$ cat src/rtl/aes_core_arbiter.sv
// Round-robin arbiter/sequencer feeding two clients into one shared AES core.
// Handles the level-sensitive start/done handshake plus timeout-and-drain recovery.
module aes_core_arbiter #(
    parameter int TIMEOUT = 64,
    parameter int DRAIN   = 16
) (
    input  logic         clk,
    input  logic         reset,
    input  logic         req0_valid,
    input  logic [127:0] req0_data,
    output logic         req0_ready,
    input  logic         req1_valid,
    input  logic [127:0] req1_data,
    output logic         req1_ready,
    input  logic         key_valid,
    output logic         core_start,
    output logic [127:0] core_data_in,
    input  logic         core_done,
    input  logic [127:0] core_data_out,
    output logic         resp_valid,
    input  logic         resp_ready,
    output logic [127:0] resp_data,
    output logic         resp_id,
    output logic         resp_err,
    output logic         busy
);

    typedef enum logic [1:0] {
        S_IDLE,
        S_ISSUE,
        S_RESP,
        S_DRAIN
    } state_t;

    localparam logic [7:0] LP_TO_LAST = 8'(TIMEOUT - 1);
    localparam logic [7:0] LP_DR_LAST = 8'(DRAIN - 1);

    state_t       r_state;
    state_t       w_next;
    logic [7:0]   r_cnt;
    logic         r_last;
    logic         r_id;
    logic         r_err;
    logic [127:0] r_din;
    logic [127:0] r_dout;

    logic w_grant_en;
    logic w_pick0;
    logic w_pick1;
    logic w_accept;
    logic w_timeout;
    logic w_drain_end;
    logic w_start;

    // On a tie the requester that was not served last wins
    assign w_pick1     = req1_valid & (~req0_valid | ~r_last);
    assign w_pick0     = req0_valid & ~w_pick1;
    assign w_grant_en  = (r_state == S_IDLE) & key_valid & reset;
    assign req0_ready  = w_grant_en & w_pick0;
    assign req1_ready  = w_grant_en & w_pick1;
    assign w_accept    = req0_ready | req1_ready;
    assign w_timeout   = (r_cnt == LP_TO_LAST);
    assign w_drain_end = (r_cnt == LP_DR_LAST);

    always_comb begin
        w_next  = r_state;
        w_start = 1'b0;
        unique case (r_state)
            S_IDLE: begin
                if (w_accept) w_next = S_ISSUE;
            end
            S_ISSUE: begin
                w_start = ~core_done;
                if (core_done || w_timeout) w_next = S_RESP;
            end
            S_RESP: begin
                if (resp_ready) w_next = r_err ? S_DRAIN : S_IDLE;
            end
            S_DRAIN: begin
                if (w_drain_end) w_next = S_IDLE;
            end
            default: w_next = S_IDLE;
        endcase
    end

    always_ff @(posedge clk) begin
        if (!reset) r_state <= S_IDLE;
        else        r_state <= w_next;
    end

    always_ff @(posedge clk) begin
        if (!reset) begin
            r_cnt  <= 8'd0;
            r_last <= 1'b1;
            r_id   <= 1'b0;
            r_err  <= 1'b0;
            r_din  <= 128'd0;
            r_dout <= 128'd0;
        end else begin
            unique case (r_state)
                S_IDLE: begin
                    if (w_accept) begin
                        r_din  <= w_pick1 ? req1_data : req0_data;
                        r_id   <= w_pick1;
                        r_last <= w_pick1;
                        r_cnt  <= 8'd0;
                    end
                end
                S_ISSUE: begin
                    r_cnt <= r_cnt + 8'd1;
                    // done takes priority over a coincident timeout
                    if (core_done) begin
                        r_dout <= core_data_out;
                        r_err  <= 1'b0;
                    end else if (w_timeout) begin
                        r_dout <= 128'd0;
                        r_err  <= 1'b1;
                    end
                end
                S_RESP: begin
                    if (resp_ready && r_err) r_cnt <= 8'd0;
                end
                S_DRAIN: begin
                    r_cnt <= r_cnt + 8'd1;
                end
                default: r_cnt <= 8'd0;
            endcase
        end
    end

    assign core_start   = w_start & reset;
    assign core_data_in = r_din;
    assign resp_valid   = (r_state == S_RESP);
    assign resp_data    = r_dout;
    assign resp_id      = r_id;
    assign resp_err     = r_err;
    assign busy         = (r_state != S_IDLE);

endmodule

$ cat config.mk
export PLATFORM = sky130hd
export DESIGN_NAME = aes_core_arbiter
export DESIGN_NICKNAME = d
export VERILOG_FILES = /design/src/rtl/aes_core_arbiter.sv
export SDC_FILE = /design/constraint.sdc
export NUM_CORES = 1
export LEC_CHECK = 0
export CORE_AREA = 2 2 257 259
export CTS_CLUSTER_SIZE = 14
export DETAILED_ROUTE_END_ITERATION = 12
export DIE_AREA = 0 0 259 261
export PLACE_DENSITY_LB_ADDON = 0.05
export SYNTH_ARGS = -nofsm -noshare
export SYNTH_HDL_FRONTEND = slang
export SYNTH_SLANG_ARGS = --single-unit
export TNS_END_PERCENT = 1
$ cat constraint.sdc
create_clock -name clk -period 1.8 [get_ports clk]
set_clock_uncertainty 0.2 [all_clocks]
set_input_delay 0.36 -clock clk [delete_from_list [all_inputs] [get_ports clk]]
set_output_delay 0.36 -clock clk [all_outputs]
set_load 0.01 [all_outputs]
### Yosys cells after proc, flatten, opt, wreduce, memory -nomap -nowiden

Index checks and enable logic that the tools add are counted.

* word-level logic and storage cells: 56
* flip-flop bits (word level): 269

* eq/ne operators: 10
* add/sub/neg operators: 1
* muxes and demuxes: 15
* bitwise operators: 13
* reductions and logical operators: 10

Operator list (count)
* $mux W128: 3
* $pmux W8 S3: 1
* $mux W8: 2
* $mux W2: 5
* $add A8 B1 Y8 const B: 1
* $eq A8 B4 Y1 const B: 1
* $eq A8 B6 Y1 const B: 1
* $pmux W2 S4: 1
* $and A1 B1 Y1: 7
* $ne A2 B2 Y1 const B: 3
* $reduce_and A2 Y1: 3
* $eq A2 B2 Y1 const B: 2
* $ne A2 B1 Y1 const B: 2
* $not A1 Y1: 4
* $reduce_and A4 Y1: 1
* $reduce_bool A2 Y1: 2
* $mux W1: 3
* $eq A2 B1 Y1 const B: 1
* $logic_not A2 Y1: 1
* $or A1 B1 Y1: 2
* $reduce_or A2 Y1: 1
* $logic_and A1 B1 Y1: 1
* $logic_or A1 B1 Y1: 1

### Logic depth before layout (Yosys ltp)

Gate-level depths: netlist of the first run.

* depth after elaboration: 9
* depth in mapped cells: 8
* gate-level depth less buffers: 5

### Worst setup path before layout of the first run

Ideal clock, no wire load.

* kind: reg2reg
* from: reg r_cnt[0]
* to: reg r_dout[107] (netlist: resp_data[107])
* data required time: 1.541 ns
* path buffers: 3
* slack: -0.187 ns
* period minus slack after synthesis: 1.987 ns
* arrival time: 1.728 ns
* stages on the path, launching flop included: 9
* cell sequence: dfxtp_1 -> ha_1 -> and3_1 -> buf_2 -> a31o_2 -> a21oi_1 -> buf_2 -> buf_2 -> a22o_1

* longest elaborated chain between the ends: 3

Ends and longest elaborated chain
* start, declared: RTL line 40 `logic [7:0] r_cnt;`
* start signal, assigned: RTL line 110 `r_cnt <= r_cnt + 8'd1;`
* start signal, assigned: RTL line 124 `r_cnt <= r_cnt + 8'd1;`
* $eq A8 B6 Y1: RTL line 62 `assign w_timeout = (r_cnt == LP_TO_LAST);`
* $reduce_bool A2 Y1 (no line)
* $reduce_and A2 Y1 (no line)
* end signal, assigned: RTL line 113 `r_dout <= core_data_out;`
* end, declared: RTL line 45 `logic [127:0] r_dout;`

Every way passes these cells.
A chain may end at the register's enable or synchronous reset.

### Final worst setup path of the first run

* from: reg r_state[0]
* to: out core_start

* longest elaborated chain between the ends: 3

Ends and longest elaborated chain
* start, declared: RTL line 38 `state_t r_state;`
* start signal, assigned: RTL line 88 `else r_state <= w_next;`
* $eq A2 B1 Y1: RTL line 68 `unique case (r_state)`
* $mux W1: RTL line 68
* $and A1 B1 Y1: RTL line 131 `assign core_start = w_start & reset;`
* end, declared: RTL line 16 `output logic core_start,`

Every way passes these cells.

==> summary.md, run 1 <==
| Metric | Value |
|---|---|
| Initial Util | `16.5%` |
| Number of synthesized flops with an enable pin | `0` |
| Fraction of layout instances using a drive strength above 1 | `20.6%` |
| Dpl ws | `-1.15 ns` |
| Primary FF master, synth | `dfxtp_1` |
| Layout Nets | `2054` |
| Tcrit/Tclk final | `122%` |
| Worst-path clk slew | `0.05 ns` |
| Minimum clock period | `2.19 ns` |
| HPWL reported at the end of detailed placement | `37400 µm` |
| Finished Layout Cells | `2551` |
| TritonCTS Sinks | `269` |
| Worst VDD drop | `504 µV` |
| Gr ovfl total | `0` |
| Post-route DRC violation count | `0` |
| CTS Root Cell | `clkbuf_16` |
| Pwr dens | `842 nW/µm²` |
| Deepest clock path buffer count | `3` |
| Tightest Pin Transition | `0.551 ns` |
| CTS Hold Bufs | `0` |
| Crit path largest cell delay | `0.40 ns` |
| Area growth, synth to finish | `87.6%` |
| Port Buf Inserts | `653` |
| Hold crit path type | `in -> reg` |
| Worst EP required | `1.24 ns` |
| RSZ-0062 raised after global routing | `yes` |
| Mapped Area | `10700 µm²` |
| CTS tree | `built` |
| Lkg Pwr | `8.20 nW` |
| Synthesized instance count | `948` |
| Yosys warning count | `0` |
| Slew headroom | `63.3%` |
| Total GRT Usage | `13.7%` |
| Clk_lat worst skew | `0.55 ns` |
| Register bit total from synthesis | `269` |
| Worst hold slack | `0.209 ns` |
| Critical-path cell list | `or3b_4 -> nor2_4 -> buf_6` |
| Slowest CP cell | `or3b_4` |
| Crit path DAT | `1.63 ns` |
| Total length of routed wires | `48600 µm` |
| Cell variety after synth | `41` |
| Design Area, Final | `20100 µm²` |
| Syn_nets | `1340` |
| Die area | `67600 µm²` |
| Core Area | `65000 µm²` |
| Largest net degree at the start of global routing | `68` |
| Finish-stage setup viols | `237` |
| Total CTS buffers | `38` |
| Mapped Avg Cell Area | `11.3 µm²` |
| Crit path max fanout | `2` |
| Antenna Nets Post-Route | `0` |
| Core Rows | `94` |
| Pwr Total | `16.9 mW` |
| Startpoint Class | `flip-flop` |
| IO Count | `654` |
| H-Tree Level Count | `2` |
| Max cap viols | `0` |
| Filler instances | `6781` |
| Die W | `259 µm` |
| DR vias/cell | `3.93` |
| FMAX | `456 MHz` |
| Drt pass-1 iters | `4` |
| FFs w/ async S/R, synth | `0%` |
| Worst setup margin | `-0.391 ns` |
| Post-placement cell count | `2480` |
| Routability cong. | `0.735` |
| Initial DRC Count | `366` |
| Die extent in y | `261 µm` |
| Initial antenna violation count | `3` |
| Layout Utilization | `30.9%` |
| Sequential area share after synthesis | `50.3%` |
| Final count of pins violating max slew | `0` |
| Status | `finished, violations left` |
| Violated checks | `setup timing` |
| Critical path class | `reg -> out` |
| Dpl cell area | `19000 µm²` |
| Fin. Hold Viols | `0` |
| Crit path capture type | `output port` |
| Vias | `10000` |
| Number of global-route vias before repair | `10300` |
| Setup TNS | `-24.81 ns` |
| Avg WL per Cell | `19.1 µm` |
| First-pass GRT wire length | `68800 µm` |
==> metal layers <==
layer	global-route usage, %	vias up	share of wire, %
met5	0	-	0.062
li1	-	4960	-
met3	5.40	56	9.0
met2	25.2	350	53
met1	14.3	4643	37
met4	3.90	4	1.8
==> worst max-delay path, delay by kind of cell (launching register included) <==
family / cells / cell delay, ns
and+or+nand+nor: 2 / 0.61
DFF: 1 / 0.34
buffers and inverters: 1 / 0.14
==> where the power goes <==
group / switching [mW] / internal [mW] / total [mW] / leakage (nW)
combinational: 1.31 / 1.74 / 3.05 / 5.40
sequential: 0.146 / 6.25 / 6.40 / 2.19
clock: 2.95 / 4.53 / 7.48 / 0.599
total: 4.40 / 12.5 / 16.9 / 8.20
==> kinds of logic after synthesis <==
group | share of synthesized area [%]
compound gates | 25.8
xor+xnor | 0.0818
fa+ha+maj | 0.117
buf+inv | 4.86
flops | 50.3
mux | 12.1
simple gates | 6.79
==> synthesized netlist by cell type, types with 4 or more instances <==
master,instances,area [µm²]
dfxtp_1,269,5390
nor2_1,136,510
mux2i_1,129,1290
a22o_1,128,1120
a211oi_2,100,1250
buf_2,41,205
a211oi_1,31,233
clkbuf_1,26,97.6
buf_6,13,146
nand2_1,10,37.5
buf_1,6,22.5
nand3_1,6,30.0
a21oi_1,5,25.0
buf_4,5,37.5
a31oi_1,4,25.0
==> area by class of cell <==
class                   instances  area [µm²]  area share (%)
flip-flops and latches        269        5400            26.9
repair buffers                765        7430            37.0
clock inverters                 9         116           0.579
clock buffers                  55        1100            5.50
multi-input cells             585        4950            24.6
diodes                          1        2.50          0.0125
well taps                     864        1080            5.38
inverters                       3        16.3          0.0810
==> registers in the layout, summed over array words and instances, names as in the netlist <==
signal / count
r_last: 1
resp_err: 1
r_cnt: 8
r_state: 2
resp_data: 128
resp_id: 1
core_data_in: 128
==> cells in the final DEF (no fill, tap or decap), types with 2 or more instances in the layout <==
cell type / count
clkbuf_16: 38
dfxtp_2: 8
clkdlybuf4s50_1: 390
a31o_2: 2
buf_6: 6
and3_4: 2
or3_1: 2
inv_1: 2
clkinv_2: 3
clkbuf_2: 13
buf_12: 23
mux2i_2: 4
nand3_1: 6
nor2_1: 134
bufinv_16: 2
inv_6: 3
mux2i_1: 125
buf_4: 87
a22o_1: 128
a21boi_1: 3
a211oi_2: 110
a21oi_1: 4
buf_2: 4
or2_2: 2
a211oi_1: 21
dfxtp_1: 261
clkdlybuf4s15_1: 58
o21ai_0: 2
a31oi_1: 4
clkbuf_8: 9
clkdlybuf4s15_2: 18
clkbuf_1: 8
dlygate4sd2_1: 165
nand2_1: 10
==> path summary, 6_finish.rpt <==
| kind | slack [ns] | cells past startpoint | end | startpoint |
|---|---|---|---|---|
| max | -0.39 | 3 | core_start | r_state[0] |
| min | 0.21 | 2 | r_last | reset |
| max reg2reg | -0.21 | 8 | core_data_in[3] | r_state[0] |
| min reg2reg | 0.26 | 2 | resp_id | resp_id |
==> timing repair <==
| action | in CTS | in global routing |
|---|---|---|
| resized for setup | 393 | 61 |
| endpoints found under the hold margin | 0 | 0 |
| setup endpoints to repair | 498 | 307 |
| setup buffers | 2 | 5 |
| pin swaps | 11 | 28 |
No activity file was read; power rests on OpenSTA's default activity.
==> inputs of run 2 (changes only) <==
--- a/config.mk
+++ b/config.mk
@@ -10,6 +10,7 @@
 export DETAILED_ROUTE_END_ITERATION = 12
 export DIE_AREA = 0 0 259 261
 export PLACE_DENSITY_LB_ADDON = 0.05
+export SKIP_LAST_GASP = 1
 export SYNTH_ARGS = -nofsm -noshare
 export SYNTH_HDL_FRONTEND = slang
 export SYNTH_SLANG_ARGS = --single-unit
==> run 2 against run 1 <==
The flow still finishes with violations (setup timing). Wire length is essentially flat. Setup slack worse by 0.0026 ns. Sequential share of layout area fell by 0.24 points. Clock power about the same. Sequential power is essentially flat. Global-route usage hardly changed. Core utilization rose by 0.26 points. Power increased by 0.97%. Sequential cell count stayed put. Critical path depth is the same. Largest cell class unchanged. Highest routed layer unchanged.
==> summary.md, run 2 (synthesis results as in run 1) <==
| Metric | Value |
|---|---|
| R2r setup slk | `-0.21 ns (about the same)` |
| Total CTS buffers | `38 (unchanged)` |
| Slew headroom | `62.8% (-0.52 points)` |
| CP delay by family, top | `simple AND/OR/NAND/NOR gates` |
| Core Area | `65000 µm² (unchanged)` |
| CTS tree | `built` |
| Total length of routed wires | `48600 µm (about the same)` |
| Crit path DAT | `1.63 ns (about the same)` |
| TritonCTS Sinks | `269 (unchanged)` |
| Crit path max fanout | `2 (unchanged)` |
| Initial Util | `16.5% (unchanged)` |
| Worst VDD drop | `507 µV (+0.44%)` |
| HPWL reported at the end of detailed placement | `37400 µm (unchanged)` |
| Hold Path End | `r_last` |
| Startpoint Class | `flip-flop` |
| Number of global-route vias before repair | `10300 (-0.16%)` |
| Finish-stage setup viols | `491 (+110%)` |
| R2R cell count | `8 (unchanged)` |
| Worst Hold Launch | `reset` |
| H-Tree Level Count | `2 (unchanged)` |
| Buffer and inverter count on the worst path | `1 (unchanged)` |
| Reg2Reg Launch Point | `r_state[0]` |
| DR vias/cell | `3.91 (-0.46%)` |
| Lkg Pwr | `7.38 nW (-10%)` |
| Deepest clock path buffer count | `3 (unchanged)` |
| Worst hold slack | `0.209 ns (-0.000454 ns)` |
| Routability cong. | `0.735 (unchanged)` |
| IO Count | `654 (unchanged)` |
| Initial antenna violation count | `4 (+1)` |
| P_sw | `4.40 mW (about the same)` |
| Dpl ws | `-1.15 ns (unchanged)` |
| Initial DRC Count | `350 (-4.4%)` |
| Commonest cells after routing, fill and taps aside | `clkdlybuf4s50_1 (646), dfxtp_1 (264), nor2_1 (135), mux2i_1 (129), a22o_1 (128)` |
| Minimum clock period | `2.19 ns (+0.00263 ns)` |
| Post-route DRC violation count | `0 (unchanged)` |
| Sw frac | `25.8% (-0.25 points)` |
| Area growth, synth to finish | `89.2%` |
| Avg WL per Cell | `19.0 µm (-0.10%)` |
| Largest net degree at the start of global routing | `68 (unchanged)` |
| Violated checks | `setup timing` |
| Reg2reg end | `core_data_in[70]` |
| Crit path capture type | `output port` |
| Internal Power | `12.7 mW (+1.3%)` |
| Hold crit path type | `in -> reg` |
| Worst-path clk slew | `0.05 ns (about the same)` |
| Finished Layout Cells | `2552 (+0.039%)` |
| Vias | `9971 (-0.42%)` |
| Status | `finished, violations left` |
| Pwr Total | `17.1 mW (+0.97%)` |
| Clock Power Share | `43.8% (-0.4 points)` |
| Pwr dens | `843 nW/µm² (+0.12%)` |
| Port Buf Inserts | `653 (unchanged)` |
| Critical-path cell list | `or3b_4 -> nor2_4 -> buf_6` |
| Post-placement cell count | `2480 (unchanged)` |
| RSZ-0062 raised after global routing | `yes` |
| Total GRT Usage | `13.7% (-0.025 points)` |
| Final count of pins violating max slew | `0 (unchanged)` |
| Die area | `67600 µm² (unchanged)` |
| Die W | `259 µm (unchanged)` |
| Most common cell after layout, fill and taps aside | `clkdlybuf4s50_1` |
| Worst EP required | `1.24 ns (about the same)` |
| CTS Hold Bufs | `0 (unchanged)` |
| Drt pass-1 iters | `4 (unchanged)` |
| Fin. Hold Viols | `0 (unchanged)` |
| Max cap viols | `0 (unchanged)` |
| Antenna Nets Post-Route | `0 (unchanged)` |
| Worst setup margin | `-0.393 ns (-0.00263 ns)` |
| Seq pwr share | `37.5% (-0.3 points)` |
| Tightest Pin Transition | `0.559 ns (+0.00780 ns)` |
| Die extent in y | `261 µm (unchanged)` |
| Gr ovfl total | `0 (unchanged)` |
| FMAX | `456 MHz (-0.12%)` |
| Slowest CP cell | `or3b_4` |
| Crit path largest cell delay | `0.40 ns (about the same)` |
| Critical path class | `reg -> out` |
| Combinational power share | `18.7% (+0.7 points)` |
| Layout Nets | `2054 (unchanged)` |
| Tcrit/Tclk final | `122% (+0.15 points)` |
| Core Rows | `94 (unchanged)` |
| Hold Path Depth | `2 (unchanged)` |
| Clk_lat worst skew | `0.55 ns (about the same)` |
| First-pass GRT wire length | `68700 µm (-0.20%)` |
| CTS Root Cell | `clkbuf_16` |
| Fraction of layout instances using a drive strength above 1 | `17.4% (-3.2 points)` |
-- run 2: changes by cell type in the layout (fill, tap and decap cells not counted), moves of 10 or more --
cell             before  now
a211oi_2            110  100
a211oi_1             21   31
clkdlybuf4s15_2      18    0
clkbuf_2             13    1
dlygate4sd2_1       165    1
clkdlybuf4s15_1      58    0
clkdlybuf4s50_1     390  646
-- run 2: final cells by class --
class / instances / area [µm²]
Tap cell: 864 / 1080
Fill cell: 6676 / 44800
Multi-Input combinational cell: 585 / 4870
Sequential cell: 269 / 5390
Clock inverter: 9 / 116
Antenna cell: 2 / 5.00
Clock buffer: 55 / 1100
Inverter: 3 / 16.3
Timing Repair Buffer: 765 / 7670
-- run 2: worst max-delay path by stage --
stage                endpoint        from  depth (start not counted)
2_1_floorplan  resp_data[100]    r_cnt[0]                          8
3_3_place_gp       core_start   core_done                          5
5_1_grt            req0_ready  r_state[0]                          5
3_5_place_dp       core_start   core_done                          5
6_report           core_start  r_state[0]                          3
4_1_cts            core_start  r_state[0]                          3
-- run 2: power by group through the flow --
stage,clock (mW),combinational [mW],sequential [mW]
2_1_floorplan,0,1.10,6.65
3_3_place_gp,0,3.25,6.52
3_5_place_dp,0,3.25,6.53
4_1_cts,7.87,3.27,6.41
5_1_grt,8.07,3.44,6.44
6_report,7.49,3.19,6.40
-- run 2: per-stage QoR --
step | instance area, µm² | utilization [%] | TNS, ns
CTS | 20200 | 31.1 | -100.26
global placement | 19000 | 29.2 | -147.27
floorplan | 10800 | - | 0
detailed placement | 19000 | 29.2 | -151.98
global route | 20300 | 31.1 | -113.45
finish | 20300 | 31.1 | -74.87
-- run 2: worst register-to-register path, stage by stage, from the launching register on --
cell      delay, ns
dfxtp_2        0.33
buf_12         0.12
and4bb_2       0.32
buf_4          0.13
and2_4         0.19
buf_4          0.15
buf_12         0.18
nor2_1         0.06
a211oi_1       0.22
-- run 2: what timing repair did --
| action | CTS | global route |
|---|---|---|
| buffers inserted | 2 | 5 |
| endpoints found under the setup margin | 498 | 528 |
| resized for setup | 29 | 6 |
| pin swaps | 3 | 3 |
| gates cloned | 0 | 0 |
-- run 2: metal layers --
metal | GRT usage [%] | up-vias | part of all wire, %
met2 | 25.1 | 353 | 52
met4 | 4.05 | 4 | 1.8
met1 | 14.3 | 4599 | 37
met3 | 5.40 | 56 | 9.1
met5 | 0 | - | 0.051
li1 | - | 4959 | -
==> inputs of run 3 (changes only) <==
--- a/config.mk
+++ b/config.mk
@@ -9,6 +9,7 @@
 export CTS_CLUSTER_SIZE = 14
 export DETAILED_ROUTE_END_ITERATION = 12
 export DIE_AREA = 0 0 259 261
+export MAX_ROUTING_LAYER = met4
 export PLACE_DENSITY_LB_ADDON = 0.05
 export SKIP_LAST_GASP = 1
 export SYNTH_ARGS = -nofsm -noshare
==> run 3 against run 2 <==
The flow still finishes with violations (setup timing). Wire length up 0.15%. Clock-buffer cell count unchanged. Sequential cell count unchanged. Largest power group unchanged. Highest routed layer is now met4.
==> summary.md, run 3 (synthesis results as in run 1) <==
| Metric | Value |
|---|---|
| Status | `finished, violations left` |
| Violated checks | `setup timing` |
| Layout Nets | `2054 (unchanged)` |
| Total GRT Usage | `14.1% (+0.44 points)` |
| Finished Layout Cells | `2554 (+0.078%)` |
| Worst setup margin | `-0.391 ns (+0.00271 ns)` |
| Layout Utilization | `31.2% (about the same)` |
| DR vias/cell | `3.91 (about the same)` |
| Reg2reg end | `core_data_in[70]` |
| Minimum clock period | `2.19 ns (-0.00271 ns)` |
| Tcrit/Tclk final | `122% (-0.15 points)` |
| Die area | `67600 µm² (unchanged)` |
| H-Tree Level Count | `2 (unchanged)` |
| Combinational power share | `18.7% (about the same)` |
| Hold Path Depth | `2 (unchanged)` |
| Clock Power Share | `43.8% (about the same)` |
| Initial antenna violation count | `4 (unchanged)` |
| Post-placement cell count | `2480 (unchanged)` |
| Worst Hold Launch | `reset` |
| CTS tree | `built` |
| Critical path startpoint | `r_state[0]` |
| Pwr dens | `843 nW/µm² (about the same)` |
| R2r setup slk | `-0.21 ns (about the same)` |
| Die W | `259 µm (unchanged)` |
| Initial DRC Count | `363 (+3.7%)` |
| TritonCTS Sinks | `269 (unchanged)` |
| Max cap viols | `0 (unchanged)` |
| FMAX | `456 MHz (+0.12%)` |
| First-pass GRT wire length | `68600 µm (-0.10%)` |
| Port Buf Inserts | `653 (unchanged)` |
| Worst-path clk slew | `0.05 ns (about the same)` |
| Avg WL per Cell | `19.0 µm (about the same)` |
| RSZ-0062 raised after global routing | `yes` |
| Total CTS buffers | `38 (unchanged)` |
| HPWL reported at the end of detailed placement | `37400 µm (unchanged)` |
| Worst EP required | `1.24 ns (about the same)` |
| Largest net degree at the start of global routing | `68 (unchanged)` |
| Commonest cells after routing, fill and taps aside | `clkdlybuf4s50_1 (646), dfxtp_1 (264), nor2_1 (135), mux2i_1 (129), a22o_1 (128)` |
| Seq pwr share | `37.5% (about the same)` |
| Area growth, synth to finish | `89.2% (about the same)` |
| Crit path max fanout | `2 (unchanged)` |
| Sw frac | `25.7% (about the same)` |
| Crit path DAT | `1.63 ns (about the same)` |
| Internal Power | `12.7 mW (about the same)` |
| Core Area | `65000 µm² (unchanged)` |
| Worst hold slack | `0.209 ns (+0.000364 ns)` |
| Finish-stage setup viols | `488 (-0.61%)` |
| CTS Root Cell | `clkbuf_16` |
| Vias | `9977 (+0.060%)` |
| Drt pass-1 iters | `4 (unchanged)` |
| Slew headroom | `63.5% (+0.75 points)` |
| Post-route DRC violation count | `0 (unchanged)` |
| Worst VDD drop | `504 µV (-0.56%)` |
| Tightest Pin Transition | `0.547 ns (-0.0113 ns)` |
| Deepest clock path buffer count | `3 (unchanged)` |
| P_sw | `4.40 mW (about the same)` |
| Lkg Pwr | `7.38 nW (about the same)` |
| Hold Path End | `r_last` |
| Pwr Total | `17.1 mW (about the same)` |
| Critical path class | `reg -> out` |
| Number of global-route vias before repair | `10300 (+0.12%)` |
| Clk_lat worst skew | `0.55 ns (about the same)` |
| Total length of routed wires | `48600 µm (+0.15%)` |
| IO Count | `654 (unchanged)` |
| Hold crit path type | `in -> reg` |
| Fraction of layout instances using a drive strength above 1 | `17.4% (unchanged)` |
| Most common cell after layout, fill and taps aside | `clkdlybuf4s50_1` |
| Gr ovfl total | `0 (unchanged)` |
| Crit path capture type | `output port` |
| Core Rows | `94 (unchanged)` |
| Setup TNS | `-74.45 ns (+0.418 ns)` |
| Final count of pins violating max slew | `0 (unchanged)` |
| Filler instances | `6678 (+0.030%)` |
| Design Area, Final | `20300 µm² (about the same)` |
| Startpoint Class | `flip-flop` |
| Initial Util | `16.5% (unchanged)` |
| Routability cong. | `0.744 (+1.2%)` |
| CTS Hold Bufs | `0 (unchanged)` |
| R2R cell count | `8 (unchanged)` |
| Fin. Hold Viols | `0 (unchanged)` |
| Antenna Nets Post-Route | `0 (unchanged)` |
| Dpl ws | `-1.15 ns (unchanged)` |
| Dpl cell area | `19000 µm² (unchanged)` |
| Reg2Reg Launch Point | `r_state[0]` |
| Die extent in y | `261 µm (unchanged)` |
## run 3: repair_timing
action                                  in CTS  in global routing
cloned                                       0                  0
gates resized for setup                     29                  6
pin swaps                                    3                  3
endpoints found under the hold margin        0                  0
setup buffers                                2                  5
endpoints found under the setup margin     498                528
## run 3: how the worst max path moves through the flow
stage                endpoint  slack [ns]  depth (start not counted)
5_1_grt            req0_ready       -0.46                          5
2_1_floorplan  resp_data[100]      0.0009                          8
6_report           core_start       -0.39                          3
3_3_place_gp       core_start       -1.19                          5
3_5_place_dp       core_start       -1.15                          5
4_1_cts            core_start       -0.44                          3
## run 3: power by group through the flow
stage	clock, mW	combinational [mW]	sequential (mW)
after floorplan	0	1.10	6.65
after global placement	0	3.25	6.52
after detailed placement	0	3.25	6.53
after CTS	7.87	3.27	6.41
after global routing	8.08	3.44	6.44
final	7.48	3.19	6.40
## run 3: final cells by class
cell class,instances,area (µm²),area share (%)
Antenna cell,4,10.0,0.0494
Inverter,3,16.3,0.0803
Timing Repair Buffer,765,7670,37.9
Clock buffer,55,1100,5.45
Tap cell,864,1080,5.33
Clock inverter,9,116,0.574
Multi-Input combinational cell,585,4870,24.0
Sequential cell,269,5390,26.6
## run 3: layer usage
layer	GRT usage, %	wire length, µm	vias to the layer above
met4	4.05	820	0
li1	-	-	4969
met1	14.7	18200	4604
met5	-	0	-
met3	4.93	4130	50
met2	25.0	25500	354
## run 3: worst max-delay path: stages, from the launching register on
cell and delay [ns]:
dfxtp_2 0.34, or3b_4 0.40, nor2_4 0.21, buf_6 0.14
